## config.mk

```make
export PLATFORM = sky130hd
export DESIGN_NAME = key_irq_ctrl
export DESIGN_NICKNAME = d
export VERILOG_FILES = /design/src/rtl/key_irq_pkg.sv /design/src/rtl/key_debounce.sv /design/src/rtl/key_irq_ctrl.sv
export SDC_FILE = /design/constraint.sdc
export NUM_CORES = 1
export LEC_CHECK = 0
export BUFFER_PORTS_ARGS = -buffer_cell sky130_fd_sc_hd__buf_2
export CORE_MARGIN = 2
export CORE_UTILIZATION = 42
export CTS_BUF_LIST = sky130_fd_sc_hd__clkbuf_16
export CTS_CLUSTER_DIAMETER = 100
export DETAILED_ROUTE_END_ITERATION = 12
export GPL_TIMING_DRIVEN = 0
export HOLD_SLACK_MARGIN = 0.06
export PLACE_DENSITY = 0.85
export SLEW_MARGIN = 20
export SYNTH_ARGS = -nofsm -noshare
export SYNTH_HDL_FRONTEND = slang
export SYNTH_SLANG_ARGS = --single-unit
```

## constraint.sdc

```tcl
create_clock -name clk -period 2.1 [get_ports clk]
set_clock_uncertainty 0.05 [all_clocks]
set_input_delay 0.21 -clock clk [delete_from_list [all_inputs] [get_ports clk]]
set_output_delay 0.21 -clock clk [all_outputs]
set_load 0.02 [all_outputs]
```

## src/rtl/key_irq_pkg.sv

```systemverilog
// key_irq_pkg: register offsets, field positions and debounce state encoding for key_irq_ctrl.
package key_irq_pkg;
  localparam logic [1:0] KIRQ_STATUS = 2'd0;
  localparam logic [1:0] KIRQ_CTRL = 2'd1;
  localparam logic [1:0] KIRQ_CLEAR = 2'd2;
  localparam int ST_KEY_DB = 0;
  localparam int ST_PENDING = 1;
  localparam int ST_CNT_LSB = 8;
  localparam int CTRL_IRQ_EN = 0;
  localparam int CTRL_EDGE_SEL = 1;
  localparam int CLEAR_BIT = 0;
  typedef enum logic [1:0] {IDLE_LOW, WAIT_HIGH, IDLE_HIGH, WAIT_LOW} db_state_t;
endpackage

```

## src/rtl/key_debounce.sv

```systemverilog
// key_debounce: synchronizes the raw key and qualifies level changes over DEBOUNCE_CYCLES stable cycles.
module key_debounce
  import key_irq_pkg::*;
#(
  parameter int DEBOUNCE_CYCLES = 50000,
  parameter int SYNC_STAGES = 2
) (
  input  logic clk,
  input  logic reset,
  input  logic key,
  output logic key_db,
  output logic rise,
  output logic fall
);
  localparam int CW = $clog2(DEBOUNCE_CYCLES);
  localparam logic [CW-1:0] CNT_MAX = CW'(DEBOUNCE_CYCLES - 1);
  logic [SYNC_STAGES-1:0] sync;
  logic [CW-1:0] cnt, cnt_next;
  logic key_s, done;
  db_state_t state, state_next;
  assign key_s = sync[SYNC_STAGES-1];
  assign done = cnt == CNT_MAX;
  assign key_db = state == IDLE_HIGH || state == WAIT_LOW;
  always_ff @(posedge clk) begin
    if (reset) begin
      sync <= '0;
      state <= IDLE_LOW;
      cnt <= '0;
    end else begin
      sync <= {sync[SYNC_STAGES-2:0], key};
      state <= state_next;
      cnt <= cnt_next;
    end
  end
  // rise/fall are decoded from the qualifying state so the interrupt registers one cycle later
  always_comb begin
    state_next = state;
    cnt_next = cnt;
    rise = 1'b0;
    fall = 1'b0;
    case (state)
      IDLE_LOW: if (key_s) begin
        state_next = WAIT_HIGH;
        cnt_next = '0;
      end
      WAIT_HIGH: if (!key_s) state_next = IDLE_LOW;
        else if (done) begin
          state_next = IDLE_HIGH;
          rise = 1'b1;
        end else cnt_next = cnt + CW'(1);
      IDLE_HIGH: if (!key_s) begin
        state_next = WAIT_LOW;
        cnt_next = '0;
      end
      WAIT_LOW: if (key_s) state_next = IDLE_HIGH;
        else if (done) begin
          state_next = IDLE_LOW;
          fall = 1'b1;
        end else cnt_next = cnt + CW'(1);
    endcase
  end
endmodule

```

## src/rtl/key_irq_ctrl.sv

```systemverilog
// key_irq_ctrl: debounced key interrupt source with a 3-word register window on the PicoRV32 native bus.
module key_irq_ctrl
  import key_irq_pkg::*;
#(
  parameter logic [31:0] BASE_ADDR = 32'h0000_4010,
  parameter int DEBOUNCE_CYCLES = 50000,
  parameter int SYNC_STAGES = 2
) (
  input  logic        clk,
  input  logic        reset,
  input  logic        key,
  input  logic        mem_valid,
  input  logic [31:0] mem_addr,
  input  logic [31:0] mem_wdata,
  input  logic [3:0]  mem_wstrb,
  output logic        mem_ready,
  output logic [31:0] mem_rdata,
  input  logic        eoi_in,
  output logic        irq_out
);
  logic key_db, rise, fall, irq_en, edge_sel, pending, eoi_q, hit, wr, set, clr;
  logic [7:0] press_cnt;
  logic [1:0] idx;
  logic [31:0] rd;
  logic unused_bits;
  key_debounce #(.DEBOUNCE_CYCLES(DEBOUNCE_CYCLES), .SYNC_STAGES(SYNC_STAGES)) u_db (
    .clk(clk), .reset(reset), .key(key), .key_db(key_db), .rise(rise), .fall(fall)
  );
  assign unused_bits = ^{mem_addr[1:0], mem_wdata[31:2], mem_wstrb[3:1]};
  assign idx = mem_addr[3:2];
  // !mem_ready forces a fresh request evaluation between acks
  assign hit = mem_valid && !mem_ready && mem_addr[31:4] == BASE_ADDR[31:4] && idx != 2'd3;
  assign wr = hit && mem_wstrb[0];
  assign set = irq_en && (edge_sel ? fall : rise);
  assign clr = (wr && idx == KIRQ_CLEAR && mem_wdata[CLEAR_BIT]) || (eoi_in && !eoi_q);
  assign irq_out = pending && irq_en;
  always_comb begin
    rd = '0;
    if (idx == KIRQ_STATUS) begin
      rd[ST_KEY_DB] = key_db;
      rd[ST_PENDING] = pending;
      rd[ST_CNT_LSB+:8] = press_cnt;
    end
    if (idx == KIRQ_CTRL) begin
      rd[CTRL_IRQ_EN] = irq_en;
      rd[CTRL_EDGE_SEL] = edge_sel;
    end
  end
  always_ff @(posedge clk) begin
    if (reset) begin
      mem_ready <= 1'b0;
      mem_rdata <= '0;
      eoi_q <= 1'b0;
      pending <= 1'b0;
      press_cnt <= '0;
      irq_en <= 1'b0;
      edge_sel <= 1'b0;
    end else begin
      mem_ready <= hit;
      mem_rdata <= hit ? rd : '0;
      eoi_q <= eoi_in;
      pending <= set || (pending && !clr);
      if (rise) press_cnt <= press_cnt + 8'd1;
      if (wr && idx == KIRQ_CTRL) begin
        irq_en <= mem_wdata[CTRL_IRQ_EN];
        edge_sel <= mem_wdata[CTRL_EDGE_SEL];
      end
    end
  end
endmodule

```

After elaboration in Yosys (flattened, before gate mapping)
Cells that the tools add are included.
- register bits: 65
- bits of input ports: 73
- output and inout port bits: 34
- word-level logic and storage cells: 74
- add/subtract/negate cells: 2
- equal/unequal tests: 14
- mux-type cells: 21
- bitwise logic cells: 2
- reduce and logical (&&, ||, !) cells: 23
- operator list (cell ; count):
    2-to-1 mux 16 bit ; 5
    case mux 16 bit (4 select lines) ; 1
    == test 28 x 11 -> 1 bit (second input constant) ; 1
    adder 16 x 1 -> 16 bit (second input constant) ; 1
    == test 16 bit (second input constant) ; 1
    2-to-1 mux 2 bit ; 8
    logical AND 1 bit ; 11
    adder 8 x 1 -> 8 bit (second input constant) ; 1
    case mux 2 bit (4 select lines) ; 1
    AND reduction 4 bit ; 2
    == test 2 bit (second input constant) ; 3
    2-to-1 mux 1 bit ; 6
    inequality test 2 bit (second input constant) ; 3
    == test 2 x 1 -> 1 bit (second input constant) ; 2
    logical NOT 2 bit ; 2
    inequality test 2 x 1 -> 1 bit (second input constant) ; 2
    logical NOT 1 bit ; 3
    logical OR 1 bit ; 3
    inequality test 3 x 1 -> 1 bit (second input constant) ; 1
    inequality test 3 bit (second input constant) ; 1
    OR reduction 3 bit ; 1
    NOT 1 bit ; 2
    OR reduction 2 bit ; 1

Longest topological paths before layout
Gate-level depths: netlist (run 1).
- word-level depth: 11
- mapped depth: 7
- depth with buffers taken out: 6

By module
From an unflattened synthesis (run 1), not the netlist that was laid out.
- cell total of the unflattened synthesis: 238
- area total of the unflattened synthesis: 2245.9 µm²
- by module, submodules not included (module ; times used ; cells each ; area each (µm²) ; seq. area each (µm²)):
    key_irq_ctrl ; 1 ; 118 ; 1171.1 ; 460.4
    key_debounce ; 1 ; 120 ; 1074.8 ; 400.4

Worst setup path before layout (run 1)
Ideal clock, no wire load.
- path type: reg2reg
- start: register u_db.cnt[13]
- end: register u_db.cnt[4]
- setup time: 0.114 ns
- data arrival time: 2.032 ns
- data required time: 1.936 ns
- slack: -0.096 ns
- cell stages (with the launch flop): 8
- buffers on the path: 2
- clock period less this slack: 2.196 ns
- path through: dfxtp_1 > or4b_1 > or4_4 > buf_6 > o21a_1 > buf_6 > a21o_1 > a21o_1
- cells in the longest elaborated chain, start to end: 4
- elaborated cells between the ends (all ways): 5
- classes of those cells: 1 x eq/ne; 4 x mux
- ends and longest elaborated chain (element ; line ; RTL):
    from (decl) ; key_debounce.sv:18 ; logic [CW-1:0] cnt, cnt_next;
    from (signal assigned) ; key_debounce.sv:32 ; cnt <= cnt_next;
    == test 16 bit (*) ; key_debounce.sv:22 ; assign done = cnt == CNT_MAX;
    2-to-1 mux 16 bit (*) ; - ;
    2-to-1 mux 16 bit, on equally long branches ; - ;
    case mux 16 bit (4 select lines) (*) ; - ;
Mark *: on every way between the ends. The rest lies on a longest branch, timed or not. The select of a mux whose other input is x is not followed.
A chain may end at the register's enable or synchronous reset.

Final worst setup path (run 1)
- start: register u_db.cnt[10]
- end: register u_db.cnt[7]
The elaborated chain is that of the path after synthesis.

==> results by group, run 1 <==
Routing
  – Final wirelength: 5568 um
  – Post-route ant nets: 0
  – Routed length per placed instance: between 10 and 15 um
  – DR iter-0 viols: ~190
  – # DRC: 0
  – DR vias: about 2.1k
  – Post-detailed-route via-to-cell ratio: 5.118
  – Initial DRT Pass Iterations: 4

Critical path
  – Critical path required time: about 2.3 ns
  – CP endpoint kind: flip-flop
  – CP max FO: 5
  – Crit path max-delay cell type: or4b_4
  – Crit path cell chain: or4b_4 -> or4_4 -> buf_8 -> o32ai_4 -> buf_6 -> o21bai_1 -> a21o_1
  – Slowest Stage Delay on Critical Path: just over 0.5 ns
  – CP Class: flip-flop to flip-flop
  – Startpoint Class: flip-flop
  – FF-to-FF path depth: 7
  – Crit path DAT: 2.45 ns

Synthesis
  – Cell taking the most area after synthesis: dfxtp_1
  – Top FF cell, synth: dfxtp_1
  – Syn. warnings: 0
  – Post-synth ARST share: 0%
  – Post-synth top area share: around two fifths
  – Post-synth cell types: 50
  – Top post-synthesis cells by area: dfxtp_1 (39%), buf_4 (7.4%), nor2_1 (4.0%)
  – Most frequent cells after synthesis: dfxtp_1 (43), nor2_1 (24), buf_4 (22), nand2_1 (21)
  – Post-synthesis area per instance: approximately 8.4 um^2
  – Top-count cell post-synth: dfxtp_1
  – Post-synth EDFFs: 0
  – Seq/Total Area, Yosys: 38.54%
  – Post-Synthesis Cells: 265
  – FF+latch count, synth: 43
  – Cell Area, Synth: 2233 um^2

Clock tree
  – TritonCTS clock tree: yes
  – Clk_lat worst skew: 0.29 ns
  – CTS Buffer Depth: 2
  – Inserted Clock Buffers: 5
  – Sink Count: 43
  – Cts-stage hold buffer count: 0
  – Clk root buf: clkbuf_16
  – Reg clk slew, reported paths: 0.06 ns
  – H-tree levels: 2

Global route
  – Via count of the first global-routing pass: 1998
  – Largest net degree at the start of global routing: 14
  – Global Route Usage Sum: 19.22%
  – Initial antenna violation count: 0
  – GRT Residual Overflow: 0
  – First-pass GRT wire length: 9197 um

Timing
  – Final period utilization: 108.0%
  – Post-layout minimum cycle time: ~2.3 ns
  – Setup Viol. Count Final: 16
  – Final Hold Vio Count: 0
  – Worst Setup Slack, final: -0.1688 ns
  – TNS Setup: -1.454 ns
  – Max-slew headroom: 60.96%
  – RSZ-0062 raised after global routing: true
  – Slew Viols, Final: 0
  – Tightest Pin Transition: 0.5814 ns
  – F_max: 440.8 MHz

Power and ir drop
  – Cell Pwr Density: 580.3 nW/um^2
  – Worst vdd ir: 424.1 uV
  – Leakage: approximately 1.3 nW

Finish
  – Ant diodes: 0
  – Share of cells above drive strength 1: approximately a third
  – Nets: 420
  – P&R area growth vs syn: 32.89%
  – Finished Core Util: 58.11%

Placed design
  – DP HPWL: 3566 um
  – Input/output buffers: 48
  – RePlAce Congestion: 0.8791
  – Pre-CTS setup slack: -0.2511 ns

Min path
  – Hold Crit Class: primary input to flip-flop
  – Hold depth: 2

Die
  – Io pins: 107
  – Core area: 5107 um^2
  – Chip width: 76.92 um
  – Initial Utilization: between 40 and 50%
  – Die Height: 76.92 um
  – DIE AREA: 5917 um^2
  – # rows: 26

Run status
  – Status: finished with violations
  – Failing checks: negative setup slack

Run
  – Max-cap violation count: 0
-- critical path, delay by kind of cell (launching register included) --
family / cells / cell delay (ns)
buffers and inverters: 2 / 0.33
AO/OA/AOI/OAI: 3 / 0.52
AND/OR/NAND/NOR: 2 / 0.96
flip-flops: 1 / 0.35
-- report_power, final --
| group | leakage [nW] | switching, mW | internal [mW] | total (mW) |
|---|---|---|---|---|
| sequential | 0.351 | 0.00301 | 0.816 | 0.820 |
| combinational | 0.903 | 0.0837 | 0.0720 | 0.156 |
| clock | 0.0710 | 0.314 | 0.434 | 0.747 |
-- area by class of cell --
| class | instances | area [um^2] |
|---|---|---|
| Clock buffer | 5 | 125.1 |
| Clock inverter | 3 | 16.27 |
| Tap cell | 70 | 87.58 |
| Timing Repair Buffer | 53 | 291.5 |
| Multi-Input combinational cell | 199 | 1296 |
| Buffer | 30 | 229.0 |
| Fill cell | 439 | 2140 |
| Sequential cell | 43 | 873.3 |
| Inverter | 13 | 48.80 |
-- placed cells by master (no fill, tap or decap), types with 4 or more instances in the layout --
cell type / n
buf_4: 24
conb_1: 22
inv_1: 14
xnor2_1: 7
nand2_1: 17
dfxtp_2: 4
o21ai_1: 6
nor3_1: 6
nand3_1: 11
buf_2: 49
dfxtp_1: 37
nand2_2: 4
nand4_1: 6
nor4_1: 9
nor3_4: 5
mux2i_1: 6
nor2b_1: 4
a21oi_1: 7
clkbuf_16: 5
buf_6: 4
a21o_1: 4
nor2_1: 23
and2_1: 9
-- metal layers --
layer	track usage (%)	wire length [um]	vias up
met1	21.66	2158	967
met5	0	0	-
met3	5.059	515	11
li1	-	-	1047
met4	7.273	102	0
met2	34.47	2792	104
-- final timing paths --
kind / startpoint / to / slack, ns
max: u_db.cnt[10]$_SDFFE_PP0P_ / u_db.cnt[7]$_SDFFE_PP0P_ / -0.17
min: key / u_db.sync[0]$_SDFF_PP0_ / 0.09
max reg2reg: u_db.cnt[10]$_SDFFE_PP0P_ / u_db.cnt[7]$_SDFFE_PP0P_ / -0.17
min reg2reg: u_db.sync[0]$_SDFF_PP0_ / u_db.sync[1]$_SDFF_PP0_ / 0.38
-- through the flow --
| stage | power, mW | hold slack [ns] | instances | area, um^2 |
|---|---|---|---|---|
| detailed placement | 0.9865 | 0.3726 | 404 | 2641 |
| finish | 1.722 | 0.08605 | 416 | 2968 |
| global route | 1.787 | 0.1040 | 416 | 2968 |
| global placement | 0.9848 | 0.3747 | 404 | 2641 |
| CTS | 1.723 | 0.09167 | 415 | 2927 |
| floorplan | 0.9418 | 0.2882 | 286 | 2313 |
-- logic make-up (layout without fill, tap and decap cells) --
group / Yosys count / after routing / synth area share (%)
flip-flops: 43 / 43 / 38.54
multiplexers: 6 / 6 / 2.689
XOR/XNOR: 9 / 9 / 3.530
AND/OR/NAND/NOR: 122 / 122 / 29.36
buffers and inverters: 44 / 104 / 12.44
adder cells (fa/ha/maj): 2 / 2 / 1.120
other: 1 / 22 / 0.1679
AO/OA/AOI/OAI: 38 / 38 / 12.16
-- registers in the layout, indices dropped and copies added (netlist names), named ones only --
| name | count |
|---|---|
| u_db.cnt | 16 |
| press_cnt | 8 |
| pending | 1 |
| edge_sel | 1 |
| mem_rdata | 10 |
| irq_en | 1 |
| u_db.sync | 2 |
| mem_ready | 1 |
| eoi_q | 1 |
| u_db.state | 1 |
-- repair_timing --
action / CTS / global route
pin swaps: 15 / 13
gates resized for setup: 31 / 11
setup endpoints to repair: 19 / 22
setup buffers: 3 / 0
cloned: 1 / 1
(Power assumes the default switching activity.)
==> inputs of run 2 (changes only) <==
Settings changed: CORE_ASPECT_RATIO set to 0.7, HOLD_SLACK_MARGIN 0.06 to 0.05.
==> run 2 against run 1 <==
Net effect: the flow still finishes with violations (negative setup slack); worst setup slack improved by 0.0099 ns; register-to-register slack hardly changed; clock power grew 20%; non-clock buffer count stayed put; sequential cell count did not move; first-iteration DRC count decreased by 4.2%; maximum frequency rose by 0.44%; combinational power is essentially flat; critical endpoint is now u_db.cnt[4]$_SDFFE_PP0P_.
==> results by group, run 2 (synthesis gave the netlist of run 1 again) <==
Clock tree
  – H-tree levels: 2 (unchanged)
  – TritonCTS clock tree: yes
  – Inserted Clock Buffers: 5 (unchanged)
  – CTS Buffer Depth: 2 (unchanged)
  – Clk root buf: clkbuf_16
  – Sink Count: 43 (unchanged)
  – Clk_lat worst skew: 0.29 ns (about the same)
  – Reg clk slew, reported paths: 0.06 ns (about the same)

Global route
  – Largest net degree at the start of global routing: 16 (+2)
  – Initial antenna violation count: 0 (unchanged)
  – First-pass GRT wire length: 8286 um (-9.9%)
  – GRT Residual Overflow: 0 (unchanged)
  – Global Route Usage Sum: 17.30% (-1.9 points)
  – Via count of the first global-routing pass: 1847 (-7.6%)

Run status
  – Status: finished with violations
  – Failing checks: negative setup slack

Critical path
  – Worst R2R Start: u_db.cnt[11]$_SDFFE_PP0P_
  – Crit path DAT: 2.39 ns (-0.06 ns)
  – CP endpoint kind: flip-flop
  – Slowest Stage Delay on Critical Path: 0.53 ns (+0.02 ns)
  – Worst Path Buf+Inv: 2 (unchanged)
  – Startpoint Class: flip-flop
  – CP startpoint: u_db.cnt[11]$_SDFFE_PP0P_
  – Worst r2r dst: u_db.cnt[4]$_SDFFE_PP0P_
  – Critical path required time: 2.23 ns (-0.05 ns)
  – Cell mode on critical path: a21o_1
  – CP Class: flip-flop to flip-flop
  – CP endpoint: u_db.cnt[4]$_SDFFE_PP0P_
  – R2R Setup Slk: -0.16 ns (about the same)
  – FF-to-FF path depth: 7 (unchanged)
  – Crit path cell chain: or4b_4 -> or4_4 -> buf_8 -> o21a_1 -> buf_6 -> a21o_1 -> a21o_1
  – Crit path max-delay cell type: or4b_4
  – CP delay by family, top: simple AND/OR/NAND/NOR gates
  – CP max FO: 5 (unchanged)
  – WP depth: 7 (unchanged)

Finish
  – Most frequent cells in the layout: buf_2 (49), dfxtp_1 (39), buf_4 (25)
  – Ant diodes: 0 (unchanged)
  – Non-Filler Instances: 418 (+0.48%)
  – P&R area growth vs syn: 32.61%
  – Commonest non-fill, non-tap cell in the layout: buf_2
  – Nets: 420 (unchanged)
  – Share of cells above drive strength 1: 32.08% (-2.9 points)
  – Top Registers: u_db.cnt x16, mem_rdata x10, press_cnt x8
  – Max reg flops: 16 (unchanged)
  – Finished Core Util: 57.23% (-0.88 points)
  – Biggest register: u_db.cnt

Power and ir drop
  – Leakage: 1.329 nW (+0.35%)
  – Cell Pwr Density: 631.8 nW/um^2 (+8.9%)
  – Worst vdd ir: 317.2 uV (-25%)
  – Tot Pwr: 1.871 mW (+8.6%)

Timing
  – F_max: 442.7 MHz (+0.44%)
  – Slew Viols, Final: 0 (unchanged)
  – TNS Setup: -1.254 ns (+0.1992 ns)
  – Post-layout minimum cycle time: 2.259 ns (-0.009898 ns)
  – RSZ-0062 raised after global routing: true
  – Final period utilization: 107.6% (-0.47 points)
  – Tightest Pin Transition: 0.6257 ns (+0.04427 ns)
  – Max-slew headroom: 57.99% (-3.0 points)
  – Worst Setup Slack, final: -0.1589 ns (+0.009898 ns)
  – Fin Hold WS: 0.08980 ns (+0.003750 ns)
  – Final Hold Vio Count: 0 (unchanged)
  – Setup Viol. Count Final: 12 (-4)

Min path
  – Hold Crit Class: primary input to flip-flop

Die
  – Chip width: 91.16 um (+19%)
  – Io pins: 107 (unchanged)
  – DIE AREA: 5926 um^2 (+0.16%)
  – Die Height: 65.01 um (-15%)
  – # rows: 22 (-15%)
  – Initial Utilization: 43.16% (-0.57 points)
  – Core area: 5175 um^2 (+1.3%)

Routing
  – Initial DRT Pass Iterations: 5 (+1)
  – # DRC: 0 (unchanged)
  – DR iter-0 viols: 184 (-4.2%)
  – Post-detailed-route via-to-cell ratio: 5.014 (-2.0%)
  – Final wirelength: 5556 um (-0.22%)
  – Post-route ant nets: 0 (unchanged)
  – DR vias: 2096 (-1.6%)
  – Routed length per placed instance: 13.29 um (-0.69%)

Placed design
  – Number of instances in the placed design: 406 (+0.50%)
  – Input/output buffers: 48 (unchanged)
  – DP HPWL: 3843 um (+7.8%)
  – RePlAce Congestion: 0.8885 (+1.1%)

Run
  – Max-cap violation count: 0 (unchanged)
==> run 2: metrics by stage <==
stage / worst slack (ns) / instance area [um^2]
6_report: -0.1589 / 2962
5_1_grt: -0.2401 / 2962
4_1_cts: -0.1983 / 2884
3_5_place_dp: -0.2562 / 2644
3_3_place_gp: -0.1964 / 2644
2_1_floorplan: -0.07858 / 2313
==> run 2: how the worst min path moves through the flow <==
stage | from | to | slack (ns) | depth (start not counted)
floorplan | key | u_db.sync[0]$_SDFF_PP0_ | 0.29 | 1
global placement | key | u_db.sync[0]$_SDFF_PP0_ | 0.37 | 2
detailed placement | key | u_db.sync[0]$_SDFF_PP0_ | 0.39 | 2
CTS | key | u_db.sync[0]$_SDFF_PP0_ | 0.09 | 2
global route | key | u_db.sync[0]$_SDFF_PP0_ | 0.11 | 2
finish | key | u_db.sync[0]$_SDFF_PP0_ | 0.09 | 2
==> run 2: cell type report <==
class                      count  area, um^2
buffer                        30       229.0
multi-input combinational    199        1264
clock inverter                 3       46.29
clock buffer                   5       125.1
fill                         463        2213
tap                           72       90.09
sequential                    43       870.8
inverter                      13       48.80
timing repair buffer          53       287.8
==> run 2: metal layers <==
layer | up-vias | share of wire (%) | wire length (um) | GRT usage (%)
met4 | 0 | 1.6 | 91 | 6.629
met1 | 953 | 44 | 2472 | 23.71
li1 | 1055 | - | - | -
met2 | 78 | 47 | 2633 | 27.31
met3 | 10 | 6.5 | 359 | 3.023
met5 | - | 0 | 0 | 0
==> run 2: where the power goes <==
part           internal [mW]  total, mW  switching, mW
clock network          0.565      0.899          0.334
logic                 0.0710      0.153         0.0824
registers              0.816      0.819        0.00286
==> run 2: what timing repair did <==
item	in CTS	in global routing
gates resized for setup	15	17
cloned	1	1
hold buffers	0	0
pin swaps	7	14
hold endpoints to repair	0	0
setup endpoints to repair	21	23
buffers inserted	3	0
